--- config.mk ---
export PLATFORM = sky130hd
export DESIGN_NAME = jtag_ir_param
export DESIGN_NICKNAME = d
export VERILOG_FILES = /design/src/rtl/jtag_ir_pkg.sv /design/src/rtl/jtag_ir_param_ir_decoder.sv /design/src/rtl/jtag_ir_param.sv
export SDC_FILE = /design/constraint.sdc
export NUM_CORES = 1
export LEC_CHECK = 0
export ABC_CLOCK_PERIOD_IN_PS = 1600
export CORE_MARGIN = 3
export CORE_UTILIZATION = 42
export CTS_CLUSTER_DIAMETER = 150
export DETAILED_ROUTE_END_ITERATION = 16
export PLACE_DENSITY = 0.83
export SLEW_MARGIN = 20
export SYNTH_ARGS = -nofsm -noshare
export SYNTH_HDL_FRONTEND = slang
export SYNTH_HIERARCHICAL = 1
export SYNTH_SLANG_ARGS = --single-unit
export TNS_END_PERCENT = 5
--- constraint.sdc ---
create_clock -name tck -period 1.6 [get_ports tck]
set_input_delay 0.32 -clock tck [delete_from_list [all_inputs] [get_ports tck]]
set_output_delay 0.32 -clock tck [all_outputs]
set_load 0.005 [all_outputs]
--- src/rtl/jtag_ir_pkg.sv ---
// Instruction-register constants for the JTAG IR slice: opcode encodings,
// decoded line indices, the capture pattern and the opcode-to-line lookup.
package jtag_ir_pkg;

   // Encodings are held 32 bits wide; the decoder compares a zero-extended IR.
   localparam logic [31:0] E_EXTEST  = 32'h0000_0000;
   localparam logic [31:0] E_IDCODE  = 32'h0000_0001;
   localparam logic [31:0] E_SAMPLE  = 32'h0000_0002;
   localparam logic [31:0] E_PRELOAD = 32'h0000_0003;
   localparam logic [31:0] E_INTEST  = 32'h0000_0004;
   localparam logic [31:0] E_CLAMP   = 32'h0000_0005;
   localparam logic [31:0] E_HIGHZ   = 32'h0000_0006;
   localparam logic [31:0] E_HALT    = 32'h0000_0007;
   localparam logic [31:0] E_DEBUG   = 32'h0000_0008;
   localparam logic [31:0] E_BYPASS  = 32'hFFFF_FFFF;

   localparam int unsigned IDX_BYPASS  = 0;
   localparam int unsigned IDX_EXTEST  = 1;
   localparam int unsigned IDX_IDCODE  = 2;
   localparam int unsigned IDX_SAMPLE  = 3;
   localparam int unsigned IDX_PRELOAD = 4;
   localparam int unsigned IDX_INTEST  = 5;
   localparam int unsigned IDX_CLAMP   = 6;
   localparam int unsigned IDX_HIGHZ   = 7;
   localparam int unsigned IDX_HALT    = 8;
   localparam int unsigned IDX_DEBUG   = 9;

   // Two LSBs loaded on Capture-IR (IEEE 1149.1 fixed pattern).
   localparam logic [1:0] CAPTURE_LSB = 2'b01;

   function automatic logic [31:0] ones_of_width(input int unsigned width);
      logic [31:0] mask;
      mask = (width >= 32) ? 32'hFFFF_FFFF : ((32'd1 << width) - 32'd1);
      return mask;
   endfunction

   // Map a zero-extended opcode to its instruction line; anything unlisted
   // (including the all-ones pattern of the actual IR width) is BYPASS.
   function automatic int unsigned op_index(input logic [31:0] op, input int unsigned width);
      int unsigned idx;
      if (op == ones_of_width(width)) begin
         idx = IDX_BYPASS;
      end else begin
         case (op)
            E_EXTEST:  idx = IDX_EXTEST;
            E_IDCODE:  idx = IDX_IDCODE;
            E_SAMPLE:  idx = IDX_SAMPLE;
            E_PRELOAD: idx = IDX_PRELOAD;
            E_INTEST:  idx = IDX_INTEST;
            E_CLAMP:   idx = IDX_CLAMP;
            E_HIGHZ:   idx = IDX_HIGHZ;
            E_HALT:    idx = IDX_HALT;
            E_DEBUG:   idx = IDX_DEBUG;
            default:   idx = IDX_BYPASS;
         endcase
      end
      return idx;
   endfunction

endpackage

--- src/rtl/jtag_ir_param_ir_decoder.sv ---
// Combinational opcode to one-hot instruction decode with private-instruction
// masking; the result is always exactly one-hot.
module ir_decoder
   import jtag_ir_pkg::*;
#(
   parameter int                    IR_WIDTH     = 4,
   parameter int                    INST_COUNT   = 10,
   parameter logic [INST_COUNT-1:0] PRIVATE_MASK = '0
) (
   input  logic [IR_WIDTH-1:0]   opcode,
   input  logic                  unlock,
   output logic [INST_COUNT-1:0] instructions
);

   localparam logic [INST_COUNT-1:0] BYPASS_HOT = INST_COUNT'(1) << IDX_BYPASS;

   logic [31:0]           raw_idx;
   logic [INST_COUNT-1:0] raw_hot;
   logic                  known;
   logic                  blocked;
   logic                  use_bypass;

   assign raw_idx = 32'(op_index(32'(opcode), IR_WIDTH));

   for (genvar gi = 0; gi < INST_COUNT; gi++) begin : g_line
      assign raw_hot[gi] = (raw_idx == 32'(gi));
   end

   // Indices beyond INST_COUNT leave raw_hot empty and fall back to BYPASS.
   assign known      = |raw_hot;
   assign blocked    = (|(raw_hot & PRIVATE_MASK & ~BYPASS_HOT)) && !unlock;
   assign use_bypass = !known || blocked;

   assign instructions = use_bypass ? BYPASS_HOT : raw_hot;

endmodule

--- src/rtl/jtag_ir_param.sv ---
// Parameterised JTAG instruction register: capture/shift path, shift-length
// tracking and the update latch for the raw opcode and its decoded lines.
module jtag_ir_param
   import jtag_ir_pkg::*;
#(
   parameter int                    IR_WIDTH     = 4,
   parameter int                    INST_COUNT   = 10,
   parameter bit                    STRICT_LEN   = 1'b0,
   parameter logic [INST_COUNT-1:0] PRIVATE_MASK = '0
) (
   input  logic                  tck,
   input  logic                  tl_reset,
   input  logic                  tlr_state,
   input  logic                  capture_ir,
   input  logic                  shift_ir,
   input  logic                  update_ir,
   input  logic                  tdi,
   input  logic [IR_WIDTH-3:0]   status_in,
   input  logic                  unlock,
   output logic                  tdo,
   output logic [INST_COUNT-1:0] instructions,
   output logic [IR_WIDTH-1:0]   opcode,
   output logic                  len_err
);

   localparam int                    CW        = $clog2(IR_WIDTH + 1);
   localparam logic [CW-1:0]         CNT_FULL  = CW'(IR_WIDTH);
   localparam logic [IR_WIDTH-1:0]   SHIFT_RST = {{(IR_WIDTH-2){1'b0}}, CAPTURE_LSB};
   localparam logic [IR_WIDTH-1:0]   OP_RST    = IR_WIDTH'(E_IDCODE);
   localparam logic [INST_COUNT-1:0] INST_RST  = INST_COUNT'(1) << IDX_IDCODE;

   logic [IR_WIDTH-1:0]   shift_reg;
   logic [CW-1:0]         cnt_reg;
   logic [IR_WIDTH-1:0]   opcode_reg;
   logic [INST_COUNT-1:0] inst_reg;
   logic                  len_err_reg;
   logic [INST_COUNT-1:0] decoded;
   logic                  accept;

   ir_decoder #(
      .IR_WIDTH     (IR_WIDTH),
      .INST_COUNT   (INST_COUNT),
      .PRIVATE_MASK (PRIVATE_MASK)
   ) u_decoder (
      .opcode       (shift_reg),
      .unlock       (unlock),
      .instructions (decoded)
   );

   // Without strict length checking every update is taken.
   assign accept = !STRICT_LEN || (cnt_reg == CNT_FULL);

   always_ff @(posedge tck or negedge tl_reset) begin
      if (!tl_reset) begin
         shift_reg   <= SHIFT_RST;
         cnt_reg     <= '0;
         opcode_reg  <= OP_RST;
         inst_reg    <= INST_RST;
         len_err_reg <= 1'b0;
      end else if (tlr_state) begin
         shift_reg   <= SHIFT_RST;
         cnt_reg     <= '0;
         opcode_reg  <= OP_RST;
         inst_reg    <= INST_RST;
         len_err_reg <= 1'b0;
      end else begin
         // The latch sees the pre-edge shift_reg, so a coincident capture is safe.
         if (update_ir) begin
            if (accept) begin
               opcode_reg  <= shift_reg;
               inst_reg    <= decoded;
               len_err_reg <= 1'b0;
            end else begin
               len_err_reg <= 1'b1;
            end
         end
         if (capture_ir) begin
            shift_reg <= {status_in, CAPTURE_LSB};
            cnt_reg   <= '0;
         end else if (shift_ir) begin
            shift_reg <= {tdi, shift_reg[IR_WIDTH-1:1]};
            if (cnt_reg != CNT_FULL) begin
               cnt_reg <= cnt_reg + 1'b1;
            end
         end
      end
   end

   assign tdo          = shift_reg[0];
   assign opcode       = opcode_reg;
   assign instructions = inst_reg;
   assign len_err      = len_err_reg;

endmodule

==> results_dict.tcl <==
set metrics [dict create \
    cts_max_level 1 \
    detail_route.drc_violations 0 \
    max_stage_delay_ps 550 \
    die_height_um 54.6 \
    hpwlAfterDp_mm 1.46 \
    cp_data_arrival_time_ps 1850 \
    worstSetupPathType "flip-flop to flip-flop" \
    worst_ep_required_time_ps 1790 \
    reg2reg_to "instructions[0]" \
    ys_types 29 \
    antenna_violating_nets_post_route 0 \
    synth_edf_count 0 \
    violations "setup timing" \
    critPathSlowestCell "sky130_fd_sc_hd__dfstp_2" \
    avgViaCountPerCell 4.93 \
    tritoncts "yes" \
    first_global_vias 748 \
    reg2reg_depth 8 \
    cts.sinks 18 \
    area_of_the_core_sq_mm 0.00210 \
    yosysTopAreaCellShare 0.379 \
    asyncSetResetFlopFracSynth 1.00 \
    run_status "finished, violations left" \
    post_drt_wl_per_cell_um 13.6 \
    clk_pin_slew_ps 100 \
    clk_root_buffer_cell "sky130_fd_sc_hd__clkbuf_4" \
    drive_above_1_share 0.230 \
    holdBufCountCts 0 \
    worst_slack_placed_ps -21.7 \
    dr_total_vias 754 \
    globalRoute.totalOverflow 0 \
    critical_path.reg2reg.startpoint "shift_reg[0]" \
    ir_drop_uv 543 \
    slew_viol_final 0 \
    initial_utilization 0.471 \
    netlist.top_cell.by_area "sky130_fd_sc_hd__dfrtp_1" \
    largest_register_ffs 10 \
    post_route_non_filler_standard_cell_count 153 \
    hold_violations 0 \
    detailedRoute.firstIterationViolations 11 \
    syn_area_sq_um 991 \
    total_wire_length_after_detailed_routing_mm 2.08 \
    dr.pass1.iters 4 \
    leakagePower_nw 0.636 \
    finish.utilization 0.645 \
    synth_area_leaders "sky130_fd_sc_hd__dfrtp_1, sky130_fd_sc_hd__mux2i_1, sky130_fd_sc_hd__dfstp_2, sky130_fd_sc_hd__nor2_1, sky130_fd_sc_hd__ha_1" \
    cts_buf_count 3 \
    final.period_utilization 1.04 \
    ys_seq_area_frac 0.458 \
    synth_fp_nets 107 \
    areaGrowthSynthToFinish_pct 36.9 \
    max_freq_ghz 0.604 \
    routabilityCongestion 0.817 \
    yosys_register_bits 18 \
    die_area_sq_mm 0.00298 \
    power_per_cell_area_mw_per_mm2 700 \
    insertion_delay_ps 290 \
    io_pins 26 \
    path_max_fanout 6 \
    synth.top_cells.by_count "sky130_fd_sc_hd__nor2_1, sky130_fd_sc_hd__mux2i_1, sky130_fd_sc_hd__dfrtp_1" \
    placed_cells_incl_taps 146 \
    finish.net_count 140 \
    pin_count_of_the_biggest_net_entering_global_routing 19 \
    critPathLaunchType "flip-flop" \
    crit_chain "buf_6, inv_2, ha_4, nand2b_4, nor3_1, o31a_1, mux2i_1, nor2_1" \
    worst_r2r_setup_slack_ps -60 \
    synth_ff_type "sky130_fd_sc_hd__dfrtp_1" \
    num-fill-cells 167 \
    clk_path_buf_depth 2 \
    postLayoutSetupSlackWorst_ps -56.9 \
    antenna_found_initial 0 \
    postSynthCellCount 94 \
    grt_pass1_wl_mm 3.53 \
    gr-usage-all-layers 0.168 \
    yosys_warnings 6 \
    cap_violations 0 \
    insertedDiodeCount 0 \
    layout_min_cycle_time_ps 1660 \
    skew_ps 1.39 \
    critPathCaptureType "flip-flop" \
    holdCritPathClass "input port to asynchronous set/reset pin" \
    grt_setup_unrepaired "true" \
    synthMostInstantiatedCell "sky130_fd_sc_hd__nor2_1" \
    floorplan.rows 16 \
    placement.io_buffers 23 \
    die_width_um 54.6 \
    timing.final.setup_violations 5 \
    synth_area_per_cell_sq_um 10.5 \
]
placed cells by master (no fill, tap or decap), drive strengths merged:
cell type,count
a211o,2
a211oi,2
a21oi,1
and2b,1
buf,11
clkbuf,5
clkdlybuf4s50,20
conb,1
dfrtp,15
dfstp,3
dlygate4sd2,2
ha,3
inv,4
mux2i,16
nand2,4
nand2b,1
nand3b,1
nand4b,1
nor2,19
nor2b,5
nor3,4
nor3b,1
o21bai,1
o31a,1
o31ai,1
or3,1
cells by family after synthesis:
logic type	count (synthesis)	synth area share
flops	18	0.458
buf+inv	10	0.0757
fa+ha+maj	3	0.0379
simple gates	38	0.201
other cells	1	0.00378
mux	16	0.162
compound gates	8	0.0619
repair_timing:
action                     CTS  global route
setup endpoints to repair   12            10
setup buffers                1             2
resized for setup            6             5
metal layers:
| layer | global-route usage | routed length (um) | vias to the layer above |
|---|---|---|---|
| li1 | - | - | 378 |
| met1 | 0.225 | 964 | 354 |
| met2 | 0.265 | 1020 | 18 |
| met3 | 0.0245 | 74 | 4 |
| met4 | 0.0747 | 19 | 0 |
| met5 | 0 | 0 | - |
metrics by stage:
| stage | total power, mW | area (sq um) | hold WS [ps] | TNS, ps |
|---|---|---|---|---|
| after floorplan | 0.595 | 1000 | 24.4 | -64.7 |
| after global placement | 0.662 | 1280 | 500 | -11.9 |
| after detailed placement | 0.668 | 1280 | 511 | -116 |
| after CTS | 0.950 | 1330 | 340 | -294 |
| after global routing | 0.996 | 1360 | 363 | -830 |
| final | 0.950 | 1360 | 335 | -142 |
worst max-delay path: cells and delay by family (launching register included):
kind / cells / cell delay, ps
buffers and inverters: 2 / 170
and+or+nand+nor: 3 / 210
adders and majority gates: 1 / 260
DFF: 1 / 550
AOI/OAI and AO/OA: 1 / 230
muxes: 1 / 130
power by group:
part           total, mW  internal, mW  leakage, nW  switching [mW]
logic              0.179        0.0996        0.377          0.0791
registers          0.488         0.474        0.237          0.0143
clock network      0.283         0.139       0.0210           0.144
total              0.950         0.712        0.636           0.238
worst max path at each step:
stage                     slack, ps               to  depth (start not counted)          from
after floorplan                 -60  instructions[0]                          7  shift_reg[0]
after global placement          -10  instructions[0]                          7  shift_reg[0]
after detailed placement        -20  instructions[0]                          7  shift_reg[0]
after CTS                       -70  instructions[0]                          8  shift_reg[0]
after global routing           -130  instructions[0]                          8  shift_reg[0]
final                           -60  instructions[0]                          8  shift_reg[0]
layout make-up:
class | instances | area [sq um] | area share
Tap cell | 27 | 33.8 | 0.0249
Multi-Input combinational cell | 66 | 495 | 0.365
Sequential cell | 18 | 454 | 0.335
Clock buffer | 4 | 36.3 | 0.0268
Timing Repair Buffer | 34 | 322 | 0.237
Inverter | 4 | 15.0 | 0.0111
No activity file was read; power rests on OpenSTA's default activity.
